--- config.mk ---
export PLATFORM = sky130hd
export DESIGN_NAME = program_store
export DESIGN_NICKNAME = d
export VERILOG_FILES = /design/src/rtl/program_store.sv
export SDC_FILE = /design/constraint.sdc
export NUM_CORES = 1
export LEC_CHECK = 0
export BUFFER_PORTS_ARGS = -buffer_cell sky130_fd_sc_hd__buf_2
export CAP_MARGIN = 20
export CORE_MARGIN = 2
export CORE_UTILIZATION = 40
export CTS_BUF_LIST = sky130_fd_sc_hd__clkbuf_16
export CTS_CLUSTER_DIAMETER = 100
export DETAILED_ROUTE_END_ITERATION = 12
export PLACE_DENSITY = 0.53
export RECOVER_POWER = 100
export SLEW_MARGIN = 10
export SYNTH_ARGS = -nofsm -noshare
export SYNTH_HDL_FRONTEND = slang
export SYNTH_SLANG_ARGS = --single-unit
--- constraint.sdc ---
create_clock -name clk -period 7 [get_ports clk]
set_clock_uncertainty 0.05 [all_clocks]
set_input_delay 0.35 -clock clk [delete_from_list [all_inputs] [get_ports clk]]
set_output_delay 0.35 -clock clk [all_outputs]
set_load 0.1 [all_outputs]
--- src/rtl/program_store.sv ---
// User-loadable instruction memory with a fetch sequencer that replays the
// stored lines to the CPU controller through a valid/ack handshake.
module program_store #(
  parameter int DEPTH  = 16,
  parameter int ADDR_W = 4
) (
  input  logic              clk,
  input  logic              clr,
  input  logic              load_btn,
  input  logic              run_btn,
  input  logic [7:0]        sw,
  output logic [7:0]        instr_out,
  output logic              instr_valid,
  input  logic              instr_ack,
  output logic [ADDR_W-1:0] pc,
  output logic [ADDR_W:0]   count,
  output logic              full,
  output logic              done
);

  typedef enum logic [1:0] {S_IDLE, S_RUN, S_DONE} state_t;

  localparam logic [ADDR_W:0]   DEPTH_C = (ADDR_W+1)'(DEPTH);
  localparam logic [ADDR_W:0]   ONE_C   = (ADDR_W+1)'(1);
  localparam logic [ADDR_W-1:0] PC_INC  = ADDR_W'(1);

  state_t            r_state, w_next;
  logic              r_load_q, r_run_q;
  logic [7:0]        r_mem [DEPTH];
  logic [7:0]        r_instr;
  logic              r_valid;
  logic [ADDR_W-1:0] r_pc;
  logic [ADDR_W:0]   r_count;

  logic              w_load_press, w_run_press;
  logic              w_full, w_last, w_write, w_handshake;

  assign w_load_press = load_btn & ~r_load_q;
  assign w_run_press  = run_btn  & ~r_run_q;
  assign w_full       = (r_count == DEPTH_C);
  assign w_last       = (({1'b0, r_pc} + ONE_C) >= r_count);
  assign w_handshake  = r_valid & instr_ack;
  // Run press beats a simultaneous load press, so no write in that case.
  assign w_write      = (r_state == S_IDLE) & w_load_press & ~w_run_press & ~w_full;

  always_ff @(posedge clk) begin
    if (!clr) r_state <= S_IDLE;
    else      r_state <= w_next;
  end

  always_comb begin
    w_next = r_state;
    case (r_state)
      S_IDLE: if (w_run_press && r_count != '0) w_next = S_RUN;
      S_RUN: begin
        if (w_run_press)                w_next = S_IDLE;
        else if (w_handshake && w_last) w_next = S_DONE;
      end
      S_DONE: if (w_run_press) w_next = S_IDLE;
      default: w_next = S_IDLE;
    endcase
  end

  always_ff @(posedge clk) begin
    if (!clr) begin
      r_load_q <= 1'b0;
      r_run_q  <= 1'b0;
      r_count  <= '0;
      r_pc     <= '0;
      r_instr  <= 8'h00;
      r_valid  <= 1'b0;
    end else begin
      r_load_q <= load_btn;
      r_run_q  <= run_btn;
      case (r_state)
        S_IDLE: begin
          if (w_run_press)  r_pc    <= '0;
          else if (w_write) r_count <= r_count + ONE_C;
        end
        S_RUN: begin
          if (w_run_press) begin
            r_valid <= 1'b0;
            r_pc    <= '0;
          end else if (!r_valid) begin
            // First fetch after entry; pc is already 0 here.
            r_instr <= r_mem[r_pc];
            r_valid <= 1'b1;
          end else if (instr_ack) begin
            if (w_last) begin
              r_valid <= 1'b0;
            end else begin
              r_pc    <= r_pc + PC_INC;
              r_instr <= r_mem[r_pc + PC_INC];
            end
          end
        end
        S_DONE: begin
          if (w_run_press) r_pc <= '0;
        end
        default: ;
      endcase
    end
  end

  always_ff @(posedge clk) begin
    if (w_write) r_mem[r_count[ADDR_W-1:0]] <= sw;
  end

  assign instr_out   = r_instr;
  assign instr_valid = r_valid;
  assign pc          = r_pc;
  assign count       = r_count;
  assign full        = w_full;
  assign done        = (r_state == S_DONE);

endmodule

==> metrics.txt <==
fin cells 736; GRT Residual Overflow 0; CTS Buffer Depth 2; internal power 0.001619 W; post-detail-place hpwl 12.00 mm; Initial DRC Count 356; GRT Util Overall 19.81%; Setup TNS 0 ns; RSZ-0062 raised after global routing no; Reg power frac 49.2%; CTS Root Cell clkbuf_16; number of nets in the layout 517; Top Ports 33; DR vias 4333; worst-path fanout max 37; post-synth top area share 52.11%; post-synthesis sequential area ratio 59.17%; die width 139.8 microns; commonest non-fill, non-tap cell in the layout edfxtp_1; final setup fails 0; pin count of the biggest net entering global routing 38; maxcap violations 1; Synth area leader edfxtp_1; CORE AREA 0.01802 sq mm; placed insts 702; Main synth FF type edfxtp_1; Sw Ratio 21.01%; Worst EP arrival 5.26 ns; P per Cell Area 246.6 mW/mm^2; antenna violations before repair 0; Die ar. 0.01954 sq mm; row count 49; chip height 139.8 microns; final WL 18.48 mm; Setup CP Type reg -> reg; Synth-to-Final Area Change 12.67%; post_cts resized 0; post-synth cell types 54; global-route wire length before repair 27.91 mm; Slew Limit Headroom -35.84%; maximum clock rate 199.4 MHz; Synth area leaders edfxtp_1, mux4_2, dfxtp_1; Slew Viols, Final 38; Mapped Area 0.007376 sq mm; Placer Congestion 0.8225; Critical Path Sink Type register; logic gate share of total power 3.8%; clock sink count 154; FFs w/ async S/R, synth 0%; CTS tree yes; DRC 0; commonest non-fill, non-tap cells in the layout edfxtp_1, mux4_2, clkbuf_1, dfxtp_1; period utilization 71.64%; final hold vios 0; sw power 0.0004305 W; failing checks capacitance limit, slew limit; setup ws final 1.985 ns; H-tree levels 4; starting density of the core 40.92%; Post-CTS Hold Buffers 0; Clk pwr share 46.9%; Critical Path Start Type register; post-place setup slack 2.748 ns; Yosys reg bits 154; antenna cells 0; Detail Route Antenna Nets 0; drt pass-1 iters 5; CP required 7.25 ns; Routed WL per cell 25.11 microns; Worst-Margin Slew 2.035 ns; flop2flop setup slack 1.99 ns; Final min period 5.015 ns; TritonCTS buffer count 17; Leakage 2.490 nW; type of the most critical hold path in -> reg; Worst VDD drop 0.0001518 V; cell count after synthesis 455; clk_lat worst skew 0.42 ns; Vias per Instance 5.887; run status complete, but fails checks; clock slew at reported path FFs 0.07 ns; Pwr Total 0.002049 W; Ys Warns 0; syn nets 478; share of cells above drive strength 1 22.09%; post-CTS setup buffer count 0; Syn Area/Cell 16.21 sq um; vias in the first global route 4334; input/output buffers 32; EDFF count, synth 128; worst hold slack 0.1016 ns
metrics by stage:
stage	utilization (%)	area (sq um)
after floorplan	-	7376
after global placement	43.11	7771
after detailed placement	43.30	7805
after CTS	46.75	8427
after global routing	46.11	8310
final	46.11	8310
per-layer routing:
metal  vias up  global-route usage, %  routed length, microns
li1       1931                      -                       -
met1      2243                  27.28                    8033
met2       142                  32.12                    9260
met3        17                  3.648                     876
met4         0                  6.368                     314
met5         -                      0                       0
power by group through the flow:
stage | clock [W] | sequential, W | combinational, W
final | 0.000961 | 0.00101 | 0.0000787
after global routing | 0.00102 | 0.00101 | 0.0000852
after CTS | 0.000976 | 0.00101 | 0.0000822
after floorplan | 0 | 0.00105 | 0.0000348
after detailed placement | 0 | 0.00103 | 0.0000820
after global placement | 0 | 0.00103 | 0.0000810
sequential cells by signal, indices dropped and copies added (netlist names), named ones only:
signal and flops:
r_load_q 1, r_state 2, r_mem 128, r_run_q 1, instr_out 8, pc 4, instr_valid 1, count 5
worst max-delay path, cell delays in order, from the launching register on:
cell and delay [ns]:
dfxtp_1 1.69, nand3_1 0.49, xnor2_4 0.63, ha_1 0.36, a21oi_1 0.20, o2111ai_1 0.16, a31oi_2 0.79, nand2_1 0.23
o221a_1 0.28
cells in the mapped netlist (4+ instances only):
cell / number
and2_1: 6
buf_6: 5
nand4_1: 4
a22oi_1: 4
ha_1: 10
a221oi_1: 7
a21oi_1: 9
nand2b_1: 7
edfxtp_1: 128
mux2i_1: 17
a21boi_0: 8
nand2_1: 23
mux2_2: 7
nor2b_1: 4
clkbuf_1: 16
buf_4: 4
dfxtp_1: 26
inv_1: 11
nor2_1: 22
nor3b_1: 4
xnor2_1: 5
nor3_1: 5
mux4_2: 61
a31oi_1: 4
o21ai_0: 10
area by class of cell:
type | count | area (sq um)
clock buffers | 17 | 425.4
clock inverters | 15 | 196.4
fillers | 1567 | 9714
inverters | 11 | 41.29
multi-input cells | 259 | 2784
flip-flops and latches | 154 | 4365
well taps | 229 | 286.5
repair buffers | 51 | 211.5
path summary, 6_finish.rpt:
check	start	end	depth (start not counted)
worst max register to register	pc[0]	instr_out[4]	8
worst max-delay path	pc[0]	instr_out[4]	8
worst min register to register	instr_out[3]	instr_out[3]	2
worst min-delay path	load_btn	r_load_q	2
kinds of logic (layout without fill, tap and decap cells):
kind of cell               count (synthesis)  after routing  synth area share (%)
xor gates and xnor gates                   6              6                0.9669
and+or+nand+nor                           91             91                 6.667
buffers and inverters                     42             94                 2.901
muxes                                     85             85                 22.00
AOI/OAI and AO/OA                         67             67                 6.599
DFF                                      154            154                 59.17
adders and majority gates                 10             10                 1.696
No activity file was read; power rests on OpenSTA's default activity.
